<file path="config.mk">
export PLATFORM = sky130hd
export DESIGN_NAME = serial_sub_ctrl
export DESIGN_NICKNAME = d
export VERILOG_FILES = /design/src/rtl/serial_sub_ctrl.sv
export SDC_FILE = /design/constraint.sdc
export NUM_CORES = 1
export LEC_CHECK = 0
export CORE_ASPECT_RATIO = 0.9
export CORE_UTILIZATION = 59
export CTS_BUF_LIST = sky130_fd_sc_hd__clkbuf_4 sky130_fd_sc_hd__clkbuf_8
export DETAILED_ROUTE_END_ITERATION = 16
export PLACE_DENSITY_LB_ADDON = 0.1
export SLEW_MARGIN = 20
export SYNTH_ARGS = -nofsm -noshare
export SYNTH_HDL_FRONTEND = slang
export SYNTH_SLANG_ARGS = --single-unit
</file>
<file path="constraint.sdc">
create_clock -name clk -period 2.73 [get_ports clk]
set_input_delay 0.546 -clock clk [delete_from_list [all_inputs] [get_ports clk]]
set_output_delay 0.546 -clock clk [all_outputs]
set_load 0.02 [all_outputs]
</file>
<file path="src/rtl/serial_sub_ctrl.sv">
// Bit-serial WIDTH-bit subtractor: one full_sub cell processes one bit per clock,
// LSB first, with the borrow carried between bits in a register.

module full_sub (
  input  logic a,
  input  logic b,
  input  logic c,
  output logic differ,
  output logic barrow
);
  assign differ = a ^ b ^ c;
  assign barrow = (~a & b) | (~a & c) | (b & c);
endmodule

module serial_sub_ctrl #(
  parameter int WIDTH = 8
) (
  input  logic             clk,
  input  logic             rst_n,
  input  logic             start,
  input  logic [WIDTH-1:0] a_in,
  input  logic [WIDTH-1:0] b_in,
  input  logic             bin,
  output logic             busy,
  output logic             done,
  output logic [WIDTH-1:0] differ_out,
  output logic             barrow_out
);
  localparam int CW = (WIDTH > 1) ? $clog2(WIDTH) : 1;
  localparam logic [CW-1:0] CNT_LAST = CW'(WIDTH - 1);

  typedef enum logic [1:0] {
    IDLE  = 2'd0,
    SHIFT = 2'd1,
    DONE  = 2'd2
  } state_t;

  state_t           state_q, state_d;
  logic [WIDTH-1:0] a_sh_q, a_sh_d;
  logic [WIDTH-1:0] b_sh_q, b_sh_d;
  logic [WIDTH-1:0] res_sh_q, res_sh_d;
  logic             borrow_q, borrow_d;
  logic [CW-1:0]    cnt_q, cnt_d;
  logic             busy_q, busy_d;
  logic             done_q, done_d;
  logic [WIDTH-1:0] differ_out_q, differ_out_d;
  logic             barrow_out_q, barrow_out_d;
  logic             fs_differ_s, fs_barrow_s;

  full_sub u_full_sub (
    .a      (a_sh_q[0]),
    .b      (b_sh_q[0]),
    .c      (borrow_q),
    .differ (fs_differ_s),
    .barrow (fs_barrow_s)
  );

  always_comb begin
    state_d      = state_q;
    a_sh_d       = a_sh_q;
    b_sh_d       = b_sh_q;
    res_sh_d     = res_sh_q;
    borrow_d     = borrow_q;
    cnt_d        = cnt_q;
    busy_d       = busy_q;
    done_d       = 1'b0;
    differ_out_d = differ_out_q;
    barrow_out_d = barrow_out_q;
    case (state_q)
      IDLE: begin
        if (start) begin
          state_d      = SHIFT;
          a_sh_d       = a_in;
          b_sh_d       = b_in;
          borrow_d     = bin;
          cnt_d        = {CW{1'b0}};
          differ_out_d = {WIDTH{1'b0}};
          barrow_out_d = 1'b0;
          busy_d       = 1'b1;
        end else begin
          busy_d = 1'b0;
        end
      end
      SHIFT: begin
        // Difference bits enter at the MSB so the last bit lands the word in place.
        res_sh_d = {fs_differ_s, res_sh_q[WIDTH-1:1]};
        borrow_d = fs_barrow_s;
        a_sh_d   = {1'b0, a_sh_q[WIDTH-1:1]};
        b_sh_d   = {1'b0, b_sh_q[WIDTH-1:1]};
        busy_d   = 1'b1;
        if (cnt_q == CNT_LAST) begin
          state_d      = DONE;
          differ_out_d = {fs_differ_s, res_sh_q[WIDTH-1:1]};
          barrow_out_d = fs_barrow_s;
          done_d       = 1'b1;
        end else begin
          cnt_d = cnt_q + CW'(1);
        end
      end
      DONE: begin
        state_d = IDLE;
        busy_d  = 1'b0;
      end
      default: begin
        state_d = IDLE;
        busy_d  = 1'b0;
      end
    endcase
  end

  always_ff @(posedge clk or negedge rst_n) begin
    if (!rst_n) begin
      state_q      <= IDLE;
      a_sh_q       <= {WIDTH{1'b0}};
      b_sh_q       <= {WIDTH{1'b0}};
      res_sh_q     <= {WIDTH{1'b0}};
      borrow_q     <= 1'b0;
      cnt_q        <= {CW{1'b0}};
      busy_q       <= 1'b0;
      done_q       <= 1'b0;
      differ_out_q <= {WIDTH{1'b0}};
      barrow_out_q <= 1'b0;
    end else begin
      state_q      <= state_d;
      a_sh_q       <= a_sh_d;
      b_sh_q       <= b_sh_d;
      res_sh_q     <= res_sh_d;
      borrow_q     <= borrow_d;
      cnt_q        <= cnt_d;
      busy_q       <= busy_d;
      done_q       <= done_d;
      differ_out_q <= differ_out_d;
      barrow_out_q <= barrow_out_d;
    end
  end

  assign busy       = busy_q;
  assign done       = done_q;
  assign differ_out = differ_out_q;
  assign barrow_out = barrow_out_q;
endmodule

</file>
==> metrics.md <==
| Metric | Value |
|---|---|
| Most common cell in the netlist | dfrtp_1 |
| Grt total ovfl | 0 |
| Initial core utilization | 64.5% |
| CTS tree | built |
| First-pass GRT wire length | 5.78 mm |
| Number of synthesized register bits | 40 |
| Clock Root Buffer | clkbuf_4 |
| Post-CTS Setup Bufs | 0 |
| Unrepaired setup endpoints after global routing | false |
| FP Rows | 18 |
| Die width | 60.9 microns |
| WP data required | 2.18 ns |
| Largest cells by area after synthesis | dfrtp_1 (54%), o32ai_1 (7.1%), o22ai_1 (5.1%) |
| Ys flop type | dfrtp_1 |
| CTS resizes | 0 |
| Sequential element share of the synthesized area | 54.3% |
| Die Height | 55.0 microns |
| WP buf/inv | 1 |
| Syn Nets | 190 |
| Final Slew Violations | 0 |
| Skew final | 0.0163 ns |
| Post-route ant nets | 0 |
| Fillers | 210 |
| Sequential share of power | 43.6% |
| Gate power share | 38.9% |
| CP Class | flip-flop to output pin |
| Synth top cells by count | dfrtp_1 (40), nand2_1 (21), nor2_1 (17) |
| Count of final hold-check violations | 0 |
| Routed WL per cell | 15.9 microns |
| Top Family by Delay on Critical Path | buffers and inverters |
| IO Pins | 31 |
| Final setup vio count | 0 |
| Cts hold-fix bufs | 0 |
| Clock buffer depth | 2 |
| Power per cell area | 1130 nW/um^2 |
| Vias | 1426 |
| Antenna cell count | 0 |
| Clk slew on worst S/H paths | 0.13 ns |
| Number of H-tree levels | 2 |
| Dpl hpwl | 2.47 mm |
| Yosys warns | 0 |
| Crit path launch type | flip-flop |
| Netlist area before placement | 1840 sq um |
| Hold Slack | 0.297 ns |
| Total die area | 3350 sq um |
| Hold Crit Class | input port to asynchronous set/reset pin |
| Post-synth top area share | 54.3% |
| FFs w/ async S/R, synth | 100% |
| Worst path max stage delay | 0.61 ns |
| Core Box Area | 2860 sq um |
| Initial antenna violation count | 0 |
| Area growth, synth to finish | 19.5% |
| Skew-Pair Late Insertion Delay | 0.35 ns |
| Clock power share | 17.5% |
| Final Total Pwr | 2.48 mW |
| Final period util | 69.5% |
| MaxCap Viol Count | 0 |
| Relative slew slack | 41.8% |
| Cell Int Power | 1.57 mW |
| Drt initial violations | 101 |
| Fmax | 527 MHz |
| Sw power | 0.913 mW |
| DRC | 0 |
| Switching share of power | 36.8% |
| TritonRoute pass-1 iters | 4 |
| Slowest cell on the critical path | clkdlybuf4s50_1 |
| EDFF count, synth | 0 |
| Post-Layout Cell Count | 232 |
| Dpl ws | 0.770 ns |
| Final WL | 3.70 mm |
| Placed insts | 224 |
| Overall Global Routing Usage | 24.2% |
| Via density per instance | 6.15 |
| Worst slew pin tran | 0.872 ns |
| PnR worst setup slack | 0.832 ns |
| Static Leak | 0.969 nW |
| Status | finished clean |
| Max IR drop VDD | 653 uV |
| Pin count of the biggest net entering global routing | 41 |
| Port buffer count | 30 |
| Mapped Cells | 166 |
| Nature of the critical path endpoint | output pin |
| CP Max Fanout | 3 |
| CP arrival | 1.35 ns |
| Biggest area consumer among synthesized cells | dfrtp_1 |
| Footprint of the multi-input gates | 732 sq um |
| CTS sink cnt | 40 |
| Mean Syn Cell Area | 11.1 sq um |
| Critical-path cell list | clkdlybuf4s50_1 |
| Synth unique cells | 27 |
| Final Wtd Congestion | 0.715 |
| Vias in the first global route | 1219 |
| Total CTS buffers | 5 |
| Post-route setup TNS | 0 ns |
| Share of layout cells above drive strength 1 | 9.90% |
| Fin crit period | 1.90 ns |
| Net count reported at finish | 215 |
| Flip-flop and latch area | 1000 sq um |
[layer usage]
layer	global-route usage (%)	share of wire, %
met3	5.58	5.2
met5	0	0
met4	9.09	1.2
met2	37.4	47
met1	33.6	46
[placed cells by master (no fill, tap or decap)]
master / n
nand2b_1: 1
inv_2: 2
nor2b_1: 3
o32ai_1: 15
nand2_1: 21
or2_1: 1
dfrtp_1: 40
a32oi_1: 9
o21ai_0: 2
and3_1: 2
o21bai_2: 1
clkbuf_8: 2
mux2_1: 3
ha_1: 3
a21oi_1: 1
clkdlybuf4s50_1: 29
buf_4: 2
mux2_2: 1
o21ai_1: 3
buf_2: 1
nand2b_2: 1
fa_1: 1
a22o_1: 5
nor2_1: 17
o22ai_1: 15
bufinv_16: 1
mux2_4: 3
inv_1: 2
clkbuf_4: 5
[state kept, by name, indices dropped and copies added (netlist names)]
name,count
state_q,2
res_sh_q,7
borrow_q,1
differ_out,8
b_sh_q,8
done,1
barrow_out,1
cnt_q,3
busy,1
a_sh_q,8
[kinds of logic after synthesis]
group,Yosys count,share of synthesized area (%)
compound gates,51,21.1
fa+ha+maj,4,3.12
buf+inv,18,6.04
flops,40,54.3
mux,7,4.88
simple gates,46,10.6
[metrics by stage]
step / utilization (%) / area, sq um
after floorplan: - / 1840
after global placement: 73.7 / 2110
after detailed placement: 73.7 / 2110
after CTS: 77.0 / 2200
after global routing: 77.0 / 2200
final: 77.0 / 2200
[power by group through the flow]
stage	logic, mW	clock network [mW]	registers (mW)
CTS	0.971	0.440	1.08
global route	1.08	0.464	1.11
detailed placement	0.967	0	1.08
global placement	0.913	0	1.07
floorplan	0.711	0	1.07
finish	0.967	0.435	1.08
[worst paths after layout]
kind	start	cells after the start	to	slack [ns]
max reg2reg	state_q[0]	4	a_sh_q[6]	0.91
max in group asynchronous	rst_n	1	res_sh_q[4]	1.88
min	rst_n	1	res_sh_q[6]	0.30
max	differ_out[0]	1	differ_out[0]	0.83
min reg2reg	differ_out[5]	2	differ_out[5]	0.51
min in group clk	differ_out[5]	2	differ_out[5]	0.51
[area by class of cell]
class / instances / area share, %
clock buffers: 7 / 2.95
clock inverters: 1 / 1.36
inverters: 4 / 0.681
multi-input cells: 108 / 33.2
flip-flops and latches: 40 / 45.4
well taps: 40 / 2.27
repair buffers: 32 / 14.1
(Power assumes the default switching activity.)
